[src/rtl/blkarb.sv]
// Block arbiter: round-robin polls NSRC sources for a control word, then streams the whole block from the locked source.
// Optional framing-error counter enabled by defining BLKARB_ERRCNT_EN.
module blkarb #(
  parameter int NSRC = 4
) (
  input  logic                 clk,
  input  logic                 rst_n,
  output logic [NSRC-1:0]      give,
  input  logic [NSRC-1:0]      have,
  input  logic [16*NSRC-1:0]   din,
  input  logic [NSRC-1:0]      srcen,
  input  logic                 ofull,
  output logic [15:0]          dout,
  output logic                 dvld,
  output logic [15:0]          errcnt
);

  localparam int PW = (NSRC > 1) ? $clog2(NSRC) : 1;

  typedef enum logic {IDLE, BODY} state_t;

  state_t        state;
  logic [PW-1:0] ptr;
  logic [PW-1:0] sel;
  logic [PW-1:0] idx;
  logic [8:0]    cnt;
  logic [15:0]   word;
  logic          xfer;

  function automatic logic [PW-1:0] next_src(input logic [PW-1:0] s);
    return (s == PW'(NSRC - 1)) ? '0 : s + PW'(1);
  endfunction

  // NOTE: every variable driven from always_comb gets a default first, so no latch is inferred.
  always_comb begin
    idx  = (state == BODY) ? sel : ptr;
    word = din[{idx, 4'b0000} +: 16];
    give = '0;
    // Gated with rst_n so the request drops the moment reset is asserted.
    if (rst_n) begin
      if (state == BODY) give[sel] = ~ofull;
      else               give[ptr] = ~ofull & srcen[ptr];
    end
  end

  assign xfer = |(give & have);

  // NOTE: sequential state uses non-blocking assignments only, so every register samples pre-edge values.
  always_ff @(posedge clk or negedge rst_n) begin
    if (!rst_n) begin
      state <= IDLE;
      ptr   <= '0;
      sel   <= '0;
      cnt   <= '0;
      dout  <= '0;
      dvld  <= 1'b0;
    end else begin
      dvld <= 1'b0;
      unique case (state)
        IDLE: begin
          if (xfer && word[15]) begin
            dout <= word;
            dvld <= 1'b1;
            sel  <= ptr;
            cnt  <= word[8:0];
            if (word[8:0] != 9'd0) state <= BODY;
            else                   ptr   <= next_src(ptr);
          end else begin
            // Empty poll, masked source, or a stray data word (dropped).
            ptr <= next_src(ptr);
          end
        end
        BODY: begin
          if (xfer) begin
            dout <= word;
            dvld <= 1'b1;
            cnt  <= cnt - 9'd1;
            if (cnt == 9'd1) begin
              state <= IDLE;
              ptr   <= next_src(sel);
            end
          end
        end
        default: state <= IDLE;
      endcase
    end
  end

`ifdef BLKARB_ERRCNT_EN
  logic frame_err;

  // A data word where a CW is expected, or a CW-looking word inside a body.
  assign frame_err = xfer && ((state == IDLE) ? ~word[15] : word[15]);

  always_ff @(posedge clk or negedge rst_n) begin
    if (!rst_n)                               errcnt <= '0;
    else if (frame_err && errcnt != 16'hFFFF) errcnt <= errcnt + 16'd1;
  end
`else
  assign errcnt = '0;
`endif

endmodule

[config.mk]
export PLATFORM = sky130hd
export DESIGN_NAME = blkarb
export DESIGN_NICKNAME = d
export VERILOG_FILES = /design/src/rtl/blkarb.sv
export SDC_FILE = /design/constraint.sdc
export NUM_CORES = 1
export LEC_CHECK = 0
export CORE_UTILIZATION = 44
export CTS_BUF_LIST = sky130_fd_sc_hd__clkbuf_2
export CTS_CLUSTER_DIAMETER = 80
export DETAILED_ROUTE_END_ITERATION = 12
export PLACE_DENSITY = 0.88
export REMOVE_ABC_BUFFERS = 1
export SLEW_MARGIN = 5
export SYNTH_ARGS = -nofsm -noshare
export SYNTH_HDL_FRONTEND = slang
export SYNTH_SLANG_ARGS = --single-unit
export TNS_END_PERCENT = 50
[constraint.sdc]
create_clock -name clk -period 2.7 [get_ports clk]
set_clock_uncertainty 0.1 [all_clocks]
set_input_delay 0.675 -clock clk [delete_from_list [all_inputs] [get_ports clk]]
set_output_delay 0.675 -clock clk [all_outputs]
set_load 0.1 [all_outputs]
==> results.ini <==
[die]
dieHeight_um = 78.2
die_w_um = 78.2
design.portCount = 112
std_cell_rows = 27
die_area_um2 = 6120
initial_utilization = 0.461
placeableCoreArea_um2 = 5540

[setup_path]
critical_path.max_fanout = 5
critPathKind = in2out
cp-start-kind = input pin
timing.critical_path.required_ps = 1920
cp.arrival_ps = 1900
crit_path_end_kind = output pin
rr_startpoint = ptr[0]
ff2ff_setup_slack_ps = 170
rr_worst_depth = 10
rr_endpoint = dout[7]

[synth]
synth_largest_type_area_fraction = 0.303
mappedNetlistArea_um2 = 2560
synth.largest_area_cell = dfrtp_1
yosys.cell_types.count = 39
dominant_cell_by_count_in_the_synthesized_netlist = dfrtp_1
synthTopCellsByArea = dfrtp_1 30%, mux4_2 17%, mux2_4 6.5%, buf_4 5.3%, ha_1 4.9%
synth_commonest_cells = 31 x dfrtp_1, 19 x mux4_2, 18 x buf_4
synth_seq_cells = 31
syn-mean-instance-area_um2 = 10.9
post_synth_edffs = 0
asyncSetResetFlopFracSynth = 1.00
ys.warnings.count = 0
ys_seq_area_frac = 0.303
dominantRegCellSynth = dfrtp_1
synthesized_instance_count = 234

[global_routing]
antenna_violations_before_repair = 0
grt_first_pass_wirelength_um = 11700
gr-usage-all-layers = 0.251
first_global_vias = 2463
grt_remaining_overflow = 0
grt_max_degree = 33

[job]
drv.max_cap_violation_count = 0

[cells_and_area]
layout-area-overhead-vs-synth_pct = 45.6
num_antenna_cells = 0
share_of_layout_cells_above_drive_strength_1 = 0.290
fin_nets = 430
finish.cell_count_without_fillers = 417

[min_path]
worstHoldStart = dout[15]
hold_path_class = reg2reg
holdPathStages = 1
hold_end = dout[15]

[clock_tree]
clock_path_buffers = 2
cts_htree_levels = 2
cts.clk_slew.worst_paths_ps = 160
cts_inserted_buffers = 5
cts_hold_buf = 0
clock_sink_count = 31
clkLatencyLatePin_ps = 370
cts_root_buffer = clkbuf_2
tritoncts = yes

[route]
post_drt_wl_per_cell_um = 17.2
detailed_route_wl_um = 7170
drt_pass1_iterations = 4
violation_count_after_the_first_detailed_route_iteration = 179
routed_via_density = 5.64
detail-route-antenna-nets = 0
route.detailed.drc = 0
dr_total_vias = 2353

[pwr]
vdd.ir_drop.worst_uv = 1040
power.density_nw_per_um2 = 1240
cellLeakagePower_nw = 1.58

[run_status]
status = completed

[sta]
final-hold-violation-count = 0
timing.final.max_slew_violations = 0
setup_viol_count_final = 0
fmax_mhz = 373
final.min_clock_period_ps = 2680
final_min_period_over_clock_period = 0.992
hold_slack_ps = 428
rsz0062_at_grt = true

[placement]
place.detailed.instances = 406
detailedPlacementHpwl_um = 5710
port_buffers = 95
gp_congestion = 0.904

[how the worst max path moves through the flow]
stage | startpoint | to | slack (ps) | cells past startpoint
4_1_cts | ofull | give[0] | 30 | 5
5_1_grt | ofull | give[0] | -40 | 5
6_report | ofull | give[0] | 20 | 5
3_3_place_gp | ofull | dout[11] | -170 | 8
2_1_floorplan | state | dout[6] | -1850 | 5
3_5_place_dp | ofull | dout[14] | -260 | 8
[per-stage QoR]
stage / utilization / worst slack, ps / TNS (ps) / power (mW) / cell area (um2)
CTS: 0.665 / 30.0 / 0 / 4.58 / 3690
global route: 0.672 / -35.5 / -125 / 4.90 / 3720
finish: 0.672 / 21.6 / 0 / 4.63 / 3720
detailed placement: 0.656 / -264 / -5560 / 4.34 / 3630
floorplan: - / -1850 / -52600 / 3.39 / 2410
global placement: 0.656 / -175 / -3600 / 4.24 / 3630
[worst max-delay path, stage by stage]
cell	delay (ps)
clkdlybuf4s50_1	470
buf_4	170
nand2b_2	220
a21oi_2	180
buf_12	190
[registers in the layout (all words and copies together), names as in the netlist]
register,flops
cnt,9
state,1
sel,2
dout,16
dvld,1
ptr,2
[logic make-up after synthesis]
| group | after synthesis | synth area share |
|---|---|---|
| adders and majority gates | 10 | 0.0489 |
| and+or+nand+nor | 71 | 0.164 |
| muxes | 42 | 0.281 |
| DFF | 31 | 0.303 |
| other | 1 | 0.00147 |
| AOI/OAI and AO/OA | 41 | 0.108 |
| buffers and inverters | 38 | 0.0925 |
[cells in the final DEF (no fill, tap or decap), drive strengths merged, types with 3 or more instances in the layout]
cell and n:
mux2i 7, nor2 11, nand2b 11, dlygate4sd2 5, inv 9, conb 16, mux4 19, o221a 4
buf 44, nand2 10, o211a 3, nor3b 4, nor4 12, o21ai 12, and3 7, clkbuf 5
nand3 6, a22oi 3, clkdlybuf4s50 69, mux2 16, a21oi 10, nand3b 4, dfrtp 31, ha 10
nor3 3
[repair_timing]
item	in CTS	in global routing
pin swaps	4	4
setup buffers	1	3
endpoints found under the hold margin	0	0
gates resized for setup	11	2
endpoints found under the setup margin	4	24
[where the power goes]
part           leakage (nW)  switching, mW  internal, mW
logic                  1.18           2.11          1.40
registers             0.372          0.203         0.693
clock network        0.0262          0.164        0.0547
[final cells by class]
| cell class | count | area [um2] |
|---|---|---|
| Tap cell | 72 | 90.1 |
| Inverter | 9 | 33.8 |
| Sequential cell | 31 | 777 |
| Fill cell | 443 | 1820 |
| Multi-Input combinational cell | 180 | 1640 |
| Clock inverter | 2 | 8.76 |
| Clock buffer | 5 | 25.0 |
| Timing Repair Buffer | 118 | 1140 |
[per-layer routing]
layer | track usage | wire [um] | up-vias
met1 | 0.286 | 2770 | 1130
met5 | 0 | 0 | -
met2 | 0.450 | 3700 | 128
li1 | - | - | 1078
met4 | 0.104 | 185 | 0
met3 | 0.0570 | 511 | 17
(Power assumes the default switching activity.)
